## src/rtl/ntt_job_arbiter.sv

```systemverilog
// -----------------------------------------------------------------------------
// ntt_job_arbiter
//
// Purpose:
//   Shares a single NTT_wrapper between N_REQ requesters (e.g. the keygen, enc
//   and dec sequencers). Pending jobs are arbitrated round-robin. The winning
//   job's mode and polynomial index are latched and held stable for the whole
//   job. The wrapper is started with a one-cycle run pulse. The arbiter waits
//   for the wrapper's done and then returns a one-cycle completion pulse to the
//   requester that owns the job.
//
// Optional feature:
//   NTT_WDOG_EN - when defined, a watchdog counts WAIT cycles. If WDOG_CYC
//                 cycles pass without ntt_done_i, the arbiter sets the sticky
//                 err_o and retires the job, so the owner still gets done_o.
//                 When undefined, err_o is tied to 0 and WAIT has no time limit.
//
// Ports:
//   clk_i       in   clock, rising edge
//   rst_n_i     in   asynchronous active-low reset
//   req_i       in   [N_REQ]         level-held job request per requester
//   mode_i      in   [N_REQ*MODE_W]  per-requester mode; field r at r*MODE_W
//   idx_i       in   [N_REQ*IDX_W]   per-requester poly index; field r at r*IDX_W
//   gnt_o       out  [N_REQ]         one-hot owner, high from ISSUE through RETIRE
//   done_o      out  [N_REQ]         one-cycle completion pulse to the owner
//   ntt_run_o   out                  one-cycle start pulse to the wrapper
//   ntt_mode_o  out  [MODE_W]        registered mode of the current/last job
//   ntt_idx_o   out  [IDX_W]         registered poly index of the current/last job
//   ntt_done_i  in                   wrapper completion
//   busy_o      out                  high whenever the FSM is not IDLE
//   err_o       out                  sticky watchdog error
// -----------------------------------------------------------------------------
module ntt_job_arbiter #(
    parameter int N_REQ    = 3,
    parameter int MODE_W   = 2,
    parameter int IDX_W    = 2,
    parameter int WDOG_CYC = 4096
) (
    input  logic                      clk_i,
    input  logic                      rst_n_i,
    input  logic [N_REQ-1:0]          req_i,
    input  logic [N_REQ*MODE_W-1:0]   mode_i,
    input  logic [N_REQ*IDX_W-1:0]    idx_i,
    output logic [N_REQ-1:0]          gnt_o,
    output logic [N_REQ-1:0]          done_o,
    output logic                      ntt_run_o,
    output logic [MODE_W-1:0]         ntt_mode_o,
    output logic [IDX_W-1:0]          ntt_idx_o,
    input  logic                      ntt_done_i,
    output logic                      busy_o,
    output logic                      err_o
);

    localparam int PTR_W = (N_REQ > 1) ? $clog2(N_REQ) : 1;
    localparam logic [N_REQ-1:0] ONE_HOT0 = {{(N_REQ-1){1'b0}}, 1'b1};

    typedef enum logic [1:0] {
        IDLE   = 2'd0,
        ISSUE  = 2'd1,
        WAIT   = 2'd2,
        RETIRE = 2'd3
    } state_t;

    state_t             state_q, state_d;
    logic [PTR_W-1:0]   rr_q, rr_d;
    logic [PTR_W-1:0]   owner_q, owner_d;
    logic [N_REQ-1:0]   gnt_q, gnt_d;
    logic [N_REQ-1:0]   done_q, done_d;
    logic               run_q, run_d;
    logic [MODE_W-1:0]  mode_q, mode_d;
    logic [IDX_W-1:0]   idx_q, idx_d;
    logic               busy_q, busy_d;

`ifdef NTT_WDOG_EN
    localparam int CNT_W = $clog2(WDOG_CYC + 1);
    logic [CNT_W-1:0]   wdog_q, wdog_d;
    logic               err_q, err_d;
`endif

    // -------------------------------------------------------------------------
    // Round-robin candidate list: slot gi holds requester (rr + gi) mod N_REQ.
    // The wrap is an explicit compare-and-subtract so a non-power-of-two N_REQ
    // never produces an index outside 0..N_REQ-1.
    // -------------------------------------------------------------------------
    logic [PTR_W-1:0] cand_idx [N_REQ];
    logic [N_REQ-1:0] cand_req;

    generate
        for (genvar gi = 0; gi < N_REQ; gi++) begin : g_cand
            logic [PTR_W:0] sum;
            assign sum           = {1'b0, rr_q} + (PTR_W+1)'(gi);
            assign cand_idx[gi]  = (sum >= (PTR_W+1)'(N_REQ))
                                   ? PTR_W'(sum - (PTR_W+1)'(N_REQ))
                                   : sum[PTR_W-1:0];
            assign cand_req[gi]  = req_i[cand_idx[gi]];
        end
    endgenerate

    // First requesting slot wins; scanning downwards lets the lowest slot
    // overwrite any later one.
    logic             pick_valid;
    logic [PTR_W-1:0] pick_idx;

    always_comb begin
        pick_valid = 1'b0;
        pick_idx   = '0;
        for (int i = N_REQ - 1; i >= 0; i--) begin
            if (cand_req[i]) begin
                pick_valid = 1'b1;
                pick_idx   = cand_idx[i];
            end
        end
    end

    // -------------------------------------------------------------------------
    // Next-state and registered-output logic
    // -------------------------------------------------------------------------
    always_comb begin
        state_d = state_q;
        rr_d    = rr_q;
        owner_d = owner_q;
        gnt_d   = gnt_q;
        done_d  = '0;
        run_d   = 1'b0;
        mode_d  = mode_q;
        idx_d   = idx_q;
`ifdef NTT_WDOG_EN
        wdog_d  = wdog_q;
        err_d   = err_q;
`endif
        case (state_q)
            IDLE: begin
                if (pick_valid) begin
                    state_d = ISSUE;
                    owner_d = pick_idx;
                    mode_d  = mode_i[pick_idx*MODE_W +: MODE_W];
                    idx_d   = idx_i[pick_idx*IDX_W +: IDX_W];
                    gnt_d   = ONE_HOT0 << pick_idx;
                    run_d   = 1'b1;
                end
            end
            ISSUE: begin
                state_d = WAIT;
`ifdef NTT_WDOG_EN
                wdog_d  = '0;
`endif
            end
            WAIT: begin
                if (ntt_done_i) begin
                    state_d = RETIRE;
                    done_d  = ONE_HOT0 << owner_q;
                end
`ifdef NTT_WDOG_EN
                else if (wdog_q == CNT_W'(WDOG_CYC)) begin
                    // Wrapper never answered: flag it and release the owner.
                    state_d = RETIRE;
                    done_d  = ONE_HOT0 << owner_q;
                    err_d   = 1'b1;
                end else begin
                    wdog_d  = wdog_q + 1'b1;
                end
`endif
            end
            RETIRE: begin
                state_d = IDLE;
                gnt_d   = '0;
                rr_d    = (owner_q == PTR_W'(N_REQ - 1)) ? '0 : owner_q + 1'b1;
            end
            default: begin
                state_d = IDLE;
            end
        endcase
        busy_d = (state_d != IDLE);
    end

    always_ff @(posedge clk_i or negedge rst_n_i) begin
        if (!rst_n_i) begin
            state_q <= IDLE;
            rr_q    <= '0;
            owner_q <= '0;
            gnt_q   <= '0;
            done_q  <= '0;
            run_q   <= 1'b0;
            mode_q  <= '0;
            idx_q   <= '0;
            busy_q  <= 1'b0;
`ifdef NTT_WDOG_EN
            wdog_q  <= '0;
            err_q   <= 1'b0;
`endif
        end else begin
            state_q <= state_d;
            rr_q    <= rr_d;
            owner_q <= owner_d;
            gnt_q   <= gnt_d;
            done_q  <= done_d;
            run_q   <= run_d;
            mode_q  <= mode_d;
            idx_q   <= idx_d;
            busy_q  <= busy_d;
`ifdef NTT_WDOG_EN
            wdog_q  <= wdog_d;
            err_q   <= err_d;
`endif
        end
    end

    assign gnt_o      = gnt_q;
    assign done_o     = done_q;
    assign ntt_run_o  = run_q;
    assign ntt_mode_o = mode_q;
    assign ntt_idx_o  = idx_q;
    assign busy_o     = busy_q;
`ifdef NTT_WDOG_EN
    assign err_o      = err_q;
`else
    assign err_o      = 1'b0;
`endif

endmodule

```

## config.mk

```make
export PLATFORM = sky130hd
export DESIGN_NAME = ntt_job_arbiter
export DESIGN_NICKNAME = d
export VERILOG_FILES = /design/src/rtl/ntt_job_arbiter.sv
export SDC_FILE = /design/constraint.sdc
export NUM_CORES = 1
export LEC_CHECK = 0
export ABC_AREA = 1
export BUFFER_PORTS_ARGS = -buffer_cell sky130_fd_sc_hd__buf_2
export CORE_MARGIN = 8
export CORE_UTILIZATION = 56
export CTS_CLUSTER_SIZE = 10
export DETAILED_ROUTE_END_ITERATION = 8
export PLACE_DENSITY = 0.84
export SETUP_SLACK_MARGIN = 0.02
export SLEW_MARGIN = 5
export SYNTH_ARGS = -nofsm -noshare
export SYNTH_HDL_FRONTEND = slang
export SYNTH_SLANG_ARGS = --single-unit
```

## constraint.sdc

```tcl
create_clock -name clk_i -period 2.92 [get_ports clk_i]
set_clock_uncertainty 0.05 [all_clocks]
set_input_delay 0.146 -clock clk_i [delete_from_list [all_inputs] [get_ports clk_i]]
set_output_delay 0.146 -clock clk_i [all_outputs]
set_load 0.02 [all_outputs]
```

=== Yosys cells after proc, flatten, opt, wreduce, memory -nomap -nowiden ===
Cells that the tools add are included.
Widths: inputs -> output; s select.

* $lt $le $gt $ge: 6
* Shift operators: 4
* Mux-type cells: 25
* $add $sub $neg: 6
* Reductions and logical operators: 5
* Equality and inequality tests: 5

{| class="wikitable"
|+ Operators with widths
! cell !! number
|-
| $mux 2 || 9
|-
| $shiftx 6x4->2 || 2
|-
| $lt 2x3->1 const B || 3
|-
| $mux 3 || 3
|-
| $mux 1 || 8
|-
| $pmux 2 s4 || 1
|-
| $bmux 1 s2 || 3
|-
| $eq 2x2->1 const B || 3
|-
| $ge 3x2->1 const B || 2
|-
| $pmux 3 s2 || 1
|-
| $shl 1x2->3 const A || 2
|-
| $sub 2x2->2 const B || 3
|-
| $reduce_and 2->1 || 2
|-
| $reduce_bool 2->1 || 2
|-
| $add 2x1->3 const B || 1
|-
| $add 2x2->3 const B || 1
|-
| $add 2x1->2 const B || 1
|-
| $eq 2x1->1 const B || 1
|-
| $ge 2x2->1 const B || 1
|-
| $logic_not 2->1 || 1
|-
| $ne 2x2->1 const B || 1
|}

* Input port bits: 18
* Register bits after elaboration: 18
* Logic and storage cells: 60
* Output and inout bits: 13

=== Logic depth before layout (Yosys ltp) ===
* Word-level depth: 11
* Depth in mapped cells: 13
* Mapped depth without buffers: 12

=== Worst setup path after synthesis ===
Ideal clock, no wire load.

* Path kind: flip-flop to flip-flop
* Start point: register rr_q[0]
* End point: register idx_q[1] (netlist: ntt_idx_o[1])
* Required time: 2.750 ns
* Cell stages (with the launch flop): 13
* Period minus slack after synthesis: 1.708 ns
* Path slack: 1.212 ns
* Library setup time: 0.120 ns
* Path buffers: 0
* Arrival time: 1.538 ns
* Cells stage by stage: dfrtp_1 > inv_1 > ha_1 > inv_2 > nand2_1 > nand2_1 > nand2_2 > nand2_1 > nand3_2 > nand2_4 > nand2_1 > nand3_1 > a21oi_2

* Word-level cells in the longest chain between the ends: 9
* Elaborated cells on any way between the ends: 25
* Classes of those cells: add/sub: 5; order compare: 3; shift: 1; mux: 15; reduce/logical: 1

{| class="wikitable"
|+ Ends and longest elaborated chain
! element !! RTL line !! RTL
|-
| start, declared || 65 || <nowiki>logic [PTR_W-1:0] rr_q, rr_d;</nowiki>
|-
| start signal, assigned || 193 || <nowiki>rr_q <= rr_d;</nowiki>
|-
| $add 2x2->3 || 91 || <nowiki>assign sum = {1'b0, rr_q} + (PTR_W+1)'(gi);</nowiki>
|-
| $ge 3x2->1 or $sub 2x2->2 (tied branches) || 92, 93 ||
|-
| $mux 2 || 93 || <nowiki>? PTR_W'(sum - (PTR_W+1)'(N_REQ))</nowiki>
|-
| $bmux 1 s2 || 95 || <nowiki>assign cand_req[gi] = req_i[cand_idx[gi]];</nowiki>
|-
| $mux 1 (not written as such) || 95 ||
|-
| $mux 2 or $mux 1 (tied branches) (3 in series) || 108 || <nowiki>if (cand_req[i]) begin</nowiki>
|-
| $shiftx 6x4->2 or $reduce_and 2->1 (tied branches) || - ||
|-
| end signal, assigned || 199 || <nowiki>idx_q <= idx_d;</nowiki>
|-
| end, declared || 71 || <nowiki>logic [IDX_W-1:0] idx_q, idx_d;</nowiki>
|}

Several ways; a longest one is shown, not always the timed one. The select of a mux whose other input is x is not followed.
A chain may end at the register's enable or synchronous reset.

=== Worst setup path after layout ===
Same ends and word-level chain as after synthesis.

==> results.md <==
* I/O Pins at 31
* CTS tree: built
* Die width at between 60 and 70 microns
* Vias at roughly 1,000
* Vias/cell at approximately 5.0
* WP data required at approximately 3.1 ns
* Synth Flop Type: dfrtp_1
* Crit. End Element: flip-flop
* Layout cell share with drive strength beyond 1 at approximately 37%
* DRT iter0 DRCs at 35
* Sequential area share after synthesis at between 30% and 40%
* Resized cells post-CTS at 0
* Leakage at approximately 0.74 nW
* First-pass GRT wire length at ~4200 microns
* # rows at 16
* RSZ-0062 raised after global routing: no
* Final hold vios at 0
* Peak VDD IR at approximately 0.00066 V
* Fill count at around 160
* Number of synthesized flops with an enable pin at 0
* GRT Util Overall at 14.7%
* H-tree depth at 1
* Post-DP HPWL at between 2000 and 2500 microns
* Clock Sinks at 18
* Die area at between 3000 and 4000 sq um
* Asr flop ratio synth at 100%
* Clk_lat worst skew at 0.29 ns
* Fin crit period at around 1.9 ns
* Final worst path period share at between 60% and 70%
* Antenna diodes at 0
* Gpl congestion at 0.802
* Core area at roughly 2000 sq um
* Yosys top cell area share at a little under two fifths
* GRT overflow at 0
* WHS at about 0.079 ns
* XOR/XNOR share of the synthesized area at 0%
* Simple-gate share of the synthesized area at between 20% and 30%
* Cell taking the most area after synthesis: dfrtp_1
* Initial Utilization at about three fifths
* Final setup viols at 0
* Total CTS buffers at 3
* Clock Path Buffers at 2
* Non-Filler Instances at 199
* DRC at 0
* I/O Buffers at 29
* Kind of critical path: reg -> reg
* Worst EP arrival at slightly above 2 ns
* Total of warnings raised by yosys at 0
* Yosys reg bits at 18
* Nets at 200
* WL/cell at approximately 13 microns
* Main combinational cell family by area after synthesis: simple AND/OR/NAND/NOR gates
* Vias in the first global route at around 1,000
* Design Power at 1.60 mW
* Avg Cell Area, Syn at ~8.4 sq um
* Mapped Cells at between 100 and 150
* Dpl ws at ~1 ns
* Area post-placement at between 1000 and 1500 sq um
* PnR worst setup slack at approximately 0.99 ns
* Post-synthesis compound-gate area fraction at ~15%
* Post-Synth Adder-Cell Area at between 8 and 9%
* Core Util, Final at between 60 and 70%
* Max cap viols at 0
* Cell area after synthesis at between 1000 and 1500 sq um
* Mapped Nets at between 150 and 200
* Outcome: finished, final reports clean
* Initial antenna violation count at 0
* Routed wire length at between 2000 and 3000 microns
* Clk slew on worst S/H paths at 0.09 ns
* Post-route cell area at 1370 sq um
* Startpoint type of the worst setup path: flip-flop
* Mux cell area share after synthesis at 0%
* Setup tns final at 0 ns
* Placed insts at 195
* Area contributors post-synth: dfrtp_1 38%, ha_1 8.4%, inv_1 7.9%, nand2_1 7.0%, a21oi_2 6.6%
* Area Growth Syn to Fin at 15.5%
* ANT nets after route at 0
* Fmax at 0.517 GHz
* Root Buffer: clkbuf_4
* Distinct cell type count after synthesis at 24
* Largest net degree at the start of global routing at 19
* Min-delay worst type: in -> reg
* Power density over the cells at about 1200 nW/um^2
* Drt first pass iters at 4
* Max-slew violations at 0
* Die Y at between 60 and 70 microns
* Worst Path Max Fanout at 5
cells in the mapped netlist, drive strengths merged (2+ instances only):
| cell type | number |
|---|---|
| a21oi | 10 |
| buf | 2 |
| dfrtp | 18 |
| ha | 8 |
| inv | 29 |
| nand2 | 30 |
| nand3 | 20 |
| nor2 | 6 |
| nor3 | 2 |
| o21ai | 12 |
layer usage:
metal | GRT usage, % | up-vias | part of all wire, %
met5 | 0 | - | 0
met4 | 3.90 | 0 | 1.2
met3 | 4.73 | 4 | 6.9
met2 | 28.9 | 29 | 55
met1 | 14.2 | 458 | 37
li1 | - | 510 | -
worst paths after layout:
path                                 to  slack [ns]       start  cells after the start
min reg2reg                   done_o[0]        0.47  owner_q[1]                      1
min in group asynchronous      gnt_o[1]        0.25     rst_n_i                      2
min                           done_o[0]        0.08  ntt_done_i                      3
max in group asynchronous     done_o[2]        2.29     rst_n_i                      2
max                        ntt_idx_o[1]        0.99     rr_q[0]                     12
max reg2reg                ntt_idx_o[1]        0.99     rr_q[0]                     12
critical path: stages (launching register included):
cell and delay (ns):
dfrtp_1 0.40, inv_1 0.08, ha_1 0.36, inv_2 0.13, nand2_2 0.07, nand3_1 0.11
nand2_2 0.09, nand2_1 0.08, nand3_2 0.13, nand2_4 0.12, nand2_1 0.06, nand3_1 0.09
a21oi_2 0.06
cell usage in the layout (no fill, tap or decap):
cell type,n
nor3_1,2
clkbuf_4,3
o31ai_1,1
nand2_2,6
o21ai_1,2
nand3_2,4
a21oi_1,1
o21ai_2,4
o211ai_1,1
nor2_4,1
nand2_4,2
conb_1,1
inv_1,25
ha_1,8
o21bai_1,1
o21ai_0,6
buf_2,29
a21oi_2,9
nand2_1,22
dfrtp_1,18
nand3_4,1
inv_2,4
nor2_1,5
dlygate4sd3_1,1
nand3_1,15
cells by family (layout without fill, tap and decap cells):
family,count (synthesis),in the layout
AO/OA/AOI/OAI,25,25
adder cells (fa/ha/maj),8,8
buffers and inverters,31,62
flip-flops,18,18
other,1,1
AND/OR/NAND/NOR,58,58
where the power goes:
group | switching, mW | internal, mW
Sequential | 0.0671 | 0.354
Combinational | 0.697 | 0.359
Clock | 0.0722 | 0.0480
Total | 0.836 | 0.761
sequential cells by signal (all words and copies together) (netlist names):
register	count
busy_o	1
done_o	3
gnt_o	3
ntt_idx_o	2
ntt_mode_o	2
ntt_run_o	1
owner_q	2
rr_q	2
state_q	2
repair_timing:
| item | in CTS | in global routing |
|---|---|---|
| endpoints found under the setup margin | 0 | 0 |
| hold buffers | 1 | 0 |
| hold endpoints to repair | 18 | 0 |
| setup buffers | 0 | 0 |
final cells by class:
cell class | instances | area, sq um | area share, %
Clock buffer | 3 | 22.5 | 1.64
Timing Repair Buffer | 30 | 155 | 11.3
Multi-Input combinational cell | 92 | 601 | 43.8
Inverter | 29 | 109 | 7.94
Sequential cell | 18 | 450 | 32.8
Tap cell | 27 | 33.8 | 2.46
No activity file was read; power rests on OpenSTA's default activity.
